### config.mk
export PLATFORM = sky130hd
export DESIGN_NAME = booth_multiplier
export DESIGN_NICKNAME = d
export VERILOG_FILES = /design/src/rtl/booth_multiplier.sv
export SDC_FILE = /design/constraint.sdc
export NUM_CORES = 1
export LEC_CHECK = 0
export ABC_AREA = 1
export CORE_ASPECT_RATIO = 0.8
export CORE_UTILIZATION = 70
export CTS_CLUSTER_SIZE = 8
export DETAILED_ROUTE_END_ITERATION = 8
export DONT_BUFFER_PORTS = 1
export PLACE_DENSITY = 0.9
export RECOVER_POWER = 25
export SLEW_MARGIN = 10
export SYNTH_ARGS = -nofsm -noshare
export SYNTH_HDL_FRONTEND = slang
export SYNTH_SLANG_ARGS = --single-unit
### constraint.sdc
create_clock -name clock -period 5.7 [get_ports clock]
set_input_delay 1.14 -clock clock [delete_from_list [all_inputs] [get_ports clock]]
set_output_delay 1.14 -clock clock [all_outputs]
set_load 0.02 [all_outputs]
### src/rtl/booth_multiplier.sv
// Sequential radix-2 Booth multiplier: signed WIDTH x WIDTH product over WIDTH cycles.
// Returns the low WIDTH product bits plus a flag set when the product does not sign-fit.
module booth_multiplier #(
    parameter int unsigned WIDTH = 32
) (
    input  logic             clock,
    input  logic             reset_n,
    input  logic             ctrl_MULT,
    input  logic [WIDTH-1:0] data_operandA,
    input  logic [WIDTH-1:0] data_operandB,
    output logic [WIDTH-1:0] data_result,
    output logic             data_exception,
    output logic             data_resultRDY,
    output logic             busy
);

    localparam int unsigned PW = 2 * WIDTH + 2;
    localparam int unsigned HW = WIDTH + 1;
    localparam int unsigned CW = $clog2(WIDTH);

    typedef enum logic [1:0] {
        StIdle,
        StRun,
        StDone
    } state_e;

    state_e           state_q, state_d;
    logic [PW-1:0]    p_q, p_d;
    logic [HW-1:0]    m_q, m_d;
    logic [CW-1:0]    cnt_q, cnt_d;

    logic [HW-1:0]    hi_next;
    logic [PW-1:0]    p_step;
    logic [PW-1:0]    p_shift;

    // One Booth step: conditional add/subtract on the 33-bit accumulator, then
    // an arithmetic right shift of the whole product register.
    always_comb begin
        hi_next = p_q[PW-1 -: HW];
        unique case (p_q[1:0])
            2'b01:   hi_next = p_q[PW-1 -: HW] + m_q;
            2'b10:   hi_next = p_q[PW-1 -: HW] - m_q;
            default: hi_next = p_q[PW-1 -: HW];
        endcase
        p_step  = {hi_next, p_q[WIDTH:0]};
        p_shift = {p_step[PW-1], p_step[PW-1:1]};
    end

    always_comb begin
        state_d = state_q;
        p_d     = p_q;
        m_d     = m_q;
        cnt_d   = cnt_q;

        if (ctrl_MULT) begin
            // A start in any state, including mid-run, reloads and restarts.
            m_d     = {data_operandA[WIDTH-1], data_operandA};
            p_d     = {{HW{1'b0}}, data_operandB, 1'b0};
            cnt_d   = '0;
            state_d = StRun;
        end else begin
            unique case (state_q)
                StRun: begin
                    p_d = p_shift;
                    if (cnt_q == CW'(WIDTH - 1)) begin
                        state_d = StDone;
                    end else begin
                        cnt_d = cnt_q + CW'(1);
                    end
                end
                StDone:  state_d = StIdle;
                default: state_d = StIdle;
            endcase
        end
    end

    always_ff @(posedge clock or negedge reset_n) begin
        if (!reset_n) begin
            state_q <= StIdle;
            p_q     <= '0;
            m_q     <= '0;
            cnt_q   <= '0;
        end else begin
            state_q <= state_d;
            p_q     <= p_d;
            m_q     <= m_d;
            cnt_q   <= cnt_d;
        end
    end

    assign data_result    = p_q[WIDTH:1];
    // Upper product bits plus the result sign bit must all agree to fit.
    assign data_exception = ~((&p_q[2*WIDTH:WIDTH]) | ~(|p_q[2*WIDTH:WIDTH]));
    assign data_resultRDY = (state_q == StDone);
    assign busy           = (state_q == StRun);

endmodule

**Yosys cells after proc, flatten, opt, wreduce, memory -nomap -nowiden**

Cells that the tools add are included.

- Output and inout port bits: 35
- Input port bits: 67
- Logic and storage cells: 30
- Bits in registers: 105

- Equal/unequal tests: 7
- Reduce and logical (&&, ||, !) cells: 4
- Add/sub/neg operators: 3
- Bitwise operators: 3
- Multiplexer cells: 9

Operators by type and width:

| kind | number |
|---|---|
| two-way mux 66 bit | 2 |
| case mux 33 bit (2 select lines) | 1 |
| adder 33 bit | 1 |
| AND reduction 33 bit | 1 |
| OR reduction 33 bit | 1 |
| subtractor 33 bit | 1 |
| two-way mux 5 bit | 3 |
| two-way mux 2 bit | 3 |
| adder 5 x 1 -> 5 bit (second input constant) | 1 |
| equality test 5 bit (second input constant) | 1 |
| equality test 2 x 1 -> 1 bit (second input constant) | 2 |
| equality test 2 bit (second input constant) | 2 |
| != test 3 x 2 -> 1 bit (second input constant) | 1 |
| != test 2 bit (second input constant) | 1 |
| inverter 1 bit | 2 |
| AND reduction 2 bit | 1 |
| nonzero test 2 bit | 1 |
| bitwise OR 1 bit | 1 |

**Depth between registers and ports, before layout**

- Depth after elaboration: 4
- Gate-level depth with buffers: 22
- Gate-level depth less buffers: 22

**Worst setup path before layout**

OpenSTA, ideal clock, no wires.

- Path kind: register -> register
- From: reg p_q[0]
- To: reg p_q[59]
- Data required time: 5.583 ns
- Setup slack: 2.948 ns
- Arrival time: 2.635 ns
- Period minus slack after synthesis: 2.752 ns
- Setup time: 0.117 ns
- Buffers on the path: 2
- Cell stages (with the launch flop): 22
- Cell sequence: dfrtp_1 -> inv_1 -> ha_1 -> buf_2 -> clkinv_1 -> buf_4 -> a21oi_1 -> xor2_1 -> inv_1 -> ha_1 -> nand2_1 -> inv_1 -> nand2_1 -> nand2_1 -> a21oi_1 -> nor2_1 -> nor2_2 -> nand2_1 -> nand2_1 -> nand3_1 -> nand2_1 -> nand2_1

- Longest elaborated chain between the ends: 4
- Elaborated cells between the ends (all ways): 5

RTL lines:

| what | line | RTL |
|---|---|---|
| start, declared | 28 | `logic [PW-1:0] p_q, p_d;` |
| start signal, assigned | 85 | `p_q <= p_d;` |
| equality test 2 bit or equality test 2 x 1 -> 1 bit (tied branches) | 40 | `unique case (p_q[1:0])` |
| case mux 33 bit (2 select lines) * | 40 |  |
| two-way mux 66 bit * | 62 | `unique case (state_q)` |
| two-way mux 66 bit * | 55 | `if (ctrl_MULT) begin` |

Mark *: on every way between the ends. The rest lies on a longest branch, timed or not. The select of a mux whose other input is x is not followed.
A chain may end at the register's enable or synchronous reset.

**Worst setup path after layout**

- From: reg p_q[1]
- To: reg p_q[47]

The elaborated chain is that of the path after synthesis.

==> flow_summary.ini <==
[timing]
timing_hold_violations_final = 0
final.setup.worst_slack_ns = 1.68
setup-violations-final = 0
grt_setup_unrepaired = false
period_minus_slack_ns = 4.02
fmaxAchievable_mhz = 249
max_slew.worst_pin.slew_ns = 1.15
maxSlewHeadroom_pct = 23.3
fin_tns_setup_ns = 0
timing.final.max_slew_violations = 0
final.setup_skew_ns = 0.00540
min_period_over_period_pct = 70.5

[clock_network]
cts_made_buffers = 9
total_number_of_clock_tree_sinks = 104
tritoncts_clock_tree = done
cts_setup_buffers = 0
path_clk_slew_ns = 0.08
clock_tree.root_cell = sky130_fd_sc_hd__clkbuf_16
post_cts_hold_buffer_count = 0
clk_path_buf_depth = 2
insertion_delay_ns = 0.35
clock_tree.htree_level_count = 3
cts.repair.resized = 0

[placed_design]
place_congestion = 1.02
detailed_place_hpwl_mm = 16.4
place_ws_ns = 1.88
place_inst = 1286
place.port_buffers = 0

[setup_path]
worst_ep_required_ns = 5.91
critical_path.cell_chain = ha_1, clkinv_1, a21oi_1, xor2_1, inv_1, ha_1, nand2_1, inv_1, nand2_1, nand2_1, a21oi_1, nand2_2, nand2_1, nand2_1, o21ai_0, o21ai_0
rrSetupSlack_ns = 1.68
cpMaxStageDelayCell = sky130_fd_sc_hd__clkinv_1
worst-path-max-fanout = 19
worst_setup_path_start_kind = flip-flop
critPathMaxStageDelay_ns = 0.69
r2r_cells = 16
timing.critical_path.mode_cell = sky130_fd_sc_hd__nand2_1
timing_worst_setup_path_type = reg -> reg
r2r_start = p_q[1]
critPathLaunch = p_q[1]
worstSetupEndpointType = flip-flop
rr_endpoint = p_q[47]
worst_setup_path_endpoint = p_q[47]
cp.arrival_ns = 4.23

[status]
outcome = complete, no violations

[worst_hold_path]
hold_class = in -> async

[routing]
post_drt_wl_per_cell_um = 17.3
drt_drc_violations_left = 0
drtIter0Drc = 998
vias_per_cell = 6.00
route.final.wire_length_mm = 22.5
ant_nets = 0
via_count = 7818
first_pass_iters = 5

[power_and_ir_drop]
leakage_nw = 4.43
total_power_mw = 2.91
power.density_cell_area_mw_per_mm2 = 353
vdd_ir_drop_max_mv = 0.192

[global_route]
grt_pass1_vias = 7264
global_route.usage.total_pct = 38.8
globalRouteOverflowTotal = 0
antenna_violations_before_repair = 0
grt_start_max_net_pins = 105
grt_first_pass_wirelength_mm = 36.1

[synthesis]
syn_nets = 1307
synth_seq_cells = 104
yosys_most_used_dff = sky130_fd_sc_hd__dfrtp_1
synth_async_sr_flop_share_pct = 100
synthesis.area_per_instance_um2 = 6.73
synth-warning-count = 0
netlist_instances = 1203
netlist_area_mm2 = 0.00810
synth_enable_flop_cells = 0
synthDominantAreaCellType = sky130_fd_sc_hd__dfrtp_1
synth_top_area_share_pct = 32.1
netlist_top_cells_area = sky130_fd_sc_hd__dfrtp_1 (32%), sky130_fd_sc_hd__nand2_1 (17%), sky130_fd_sc_hd__inv_1 (9.9%), sky130_fd_sc_hd__ha_1 (5.6%), sky130_fd_sc_hd__o21ai_0 (4.0%)
yosysSeqAreaShare_pct = 32.1
synth_cell_type_count = 40

[layout]
diodes = 0
area.growth.synth_to_final_pct = 1.87
final_cells = 1302
finish.net_count = 1257
finalCoreUtilization_pct = 74.6
post_route_cells_drive_above_1_share_pct = 5.53

[flow_run]
max_cap_viol_count = 0

[floorplan]
die_w_um = 122
total_die_area_mm2 = 0.0120
top_level_ports = 102
placement_rows = 34
initial_core_util_pct = 73.2
core_area_mm2 = 0.0111
floorplan.die.height_um = 98.2
## cell usage in the layout (no fill, tap or decap), types with 14 or more instances in the layout
cell / instances
sky130_fd_sc_hd__nand2_1: 357
sky130_fd_sc_hd__inv_1: 214
sky130_fd_sc_hd__dfrtp_1: 104
sky130_fd_sc_hd__nor2_1: 76
sky130_fd_sc_hd__o21ai_0: 65
sky130_fd_sc_hd__a21oi_1: 59
sky130_fd_sc_hd__nand3_1: 47
sky130_fd_sc_hd__xor2_1: 37
sky130_fd_sc_hd__ha_1: 36
sky130_fd_sc_hd__o221ai_1: 32
sky130_fd_sc_hd__nor3_1: 15
sky130_fd_sc_hd__nand4_1: 14
## logic make-up (layout without fill, tap and decap cells)
logic type	Yosys count	in the layout	share of synthesized area, %
AO/OA/AOI/OAI	186	186	13.7
XOR/XNOR	37	37	4.00
adder cells (fa/ha/maj)	37	37	5.81
AND/OR/NAND/NOR	554	554	29.4
buffers and inverters	285	240	14.9
flip-flops	104	104	32.1
## power breakdown
part / leakage, nW / internal (mW) / total, mW / switching, mW
sequential: 1.30 / 0.842 / 0.983 / 0.141
clock: 0.158 / 0.356 / 0.679 / 0.323
combinational: 2.97 / 0.403 / 1.25 / 0.846
## Yosys cell counts (2+ instances only)
cell / n
sky130_fd_sc_hd__nand4_1: 14
sky130_fd_sc_hd__o221ai_1: 32
sky130_fd_sc_hd__nand2_1: 357
sky130_fd_sc_hd__buf_1: 4
sky130_fd_sc_hd__o21bai_1: 5
sky130_fd_sc_hd__nor2_2: 7
sky130_fd_sc_hd__o21ai_2: 3
sky130_fd_sc_hd__nor2_4: 4
sky130_fd_sc_hd__dfrtp_1: 104
sky130_fd_sc_hd__nand3_2: 9
sky130_fd_sc_hd__o21ai_0: 65
sky130_fd_sc_hd__inv_2: 5
sky130_fd_sc_hd__ha_1: 36
sky130_fd_sc_hd__nor2_1: 76
sky130_fd_sc_hd__o22ai_1: 4
sky130_fd_sc_hd__nor3_1: 15
sky130_fd_sc_hd__inv_1: 214
sky130_fd_sc_hd__buf_4: 33
sky130_fd_sc_hd__nor3_2: 2
sky130_fd_sc_hd__a31oi_1: 2
sky130_fd_sc_hd__clkbuf_1: 19
sky130_fd_sc_hd__o21ai_1: 7
sky130_fd_sc_hd__nor4_1: 6
sky130_fd_sc_hd__o211ai_1: 6
sky130_fd_sc_hd__buf_2: 8
sky130_fd_sc_hd__a21oi_1: 59
sky130_fd_sc_hd__clkinv_1: 2
sky130_fd_sc_hd__xor2_1: 37
sky130_fd_sc_hd__nand2_2: 8
sky130_fd_sc_hd__or2_2: 4
sky130_fd_sc_hd__nand3_1: 47
## worst min-delay path by stage
stage	startpoint	slack (ns)	to	depth (start not counted)
floorplan	cnt_q[0]	0.47	cnt_q[0]	1
global placement	cnt_q[0]	0.49	cnt_q[0]	1
detailed placement	cnt_q[0]	0.49	cnt_q[0]	1
CTS	reset_n	0.47	m_q[31]	0
global route	reset_n	0.46	p_q[8]	0
finish	reset_n	0.47	p_q[8]	0
## critical path, delay by kind of cell (launching register included)
kind | cells | cell delay [ns]
DFF | 1 | 0.49
buffers and inverters | 3 | 0.81
and+or+nand+nor | 6 | 0.61
AOI/OAI and AO/OA | 4 | 0.82
xor gates and xnor gates | 1 | 0.20
adders and majority gates | 2 | 0.91
## metrics by stage
| step | hold slack [ns] | area, um2 |
|---|---|---|
| 2_1_floorplan | 0.468 | 8100 |
| 3_3_place_gp | 0.487 | 7920 |
| 3_5_place_dp | 0.493 | 7920 |
| 4_1_cts | 0.465 | 8250 |
| 5_1_grt | 0.461 | 8250 |
| 6_report | 0.471 | 8250 |
## per-layer routing
metal  part of all wire [%]  GRT usage, %  routed length, um
met1                     43          54.5               9610
met2                     44          59.7               9800
met3                     10          6.25               2280
met4                    3.7          15.6                830
met5                      0             0                  0
## layout make-up
| type | count | area (um2) |
|---|---|---|
| Clock buffer | 9 | 225 |
| Clock inverter | 7 | 97.6 |
| Fill cell | 856 | 2810 |
| Inverter | 221 | 830 |
| Multi-Input combinational cell | 814 | 4290 |
| Sequential cell | 104 | 2600 |
| Tap cell | 144 | 180 |
| Timing Repair Buffer | 3 | 22.5 |
## flip-flops by register name, summed over array words and instances (netlist names)
name,count
cnt_q,5
state_q,2
p_q,65
m_q,32
No activity file was read; power rests on OpenSTA's default activity.
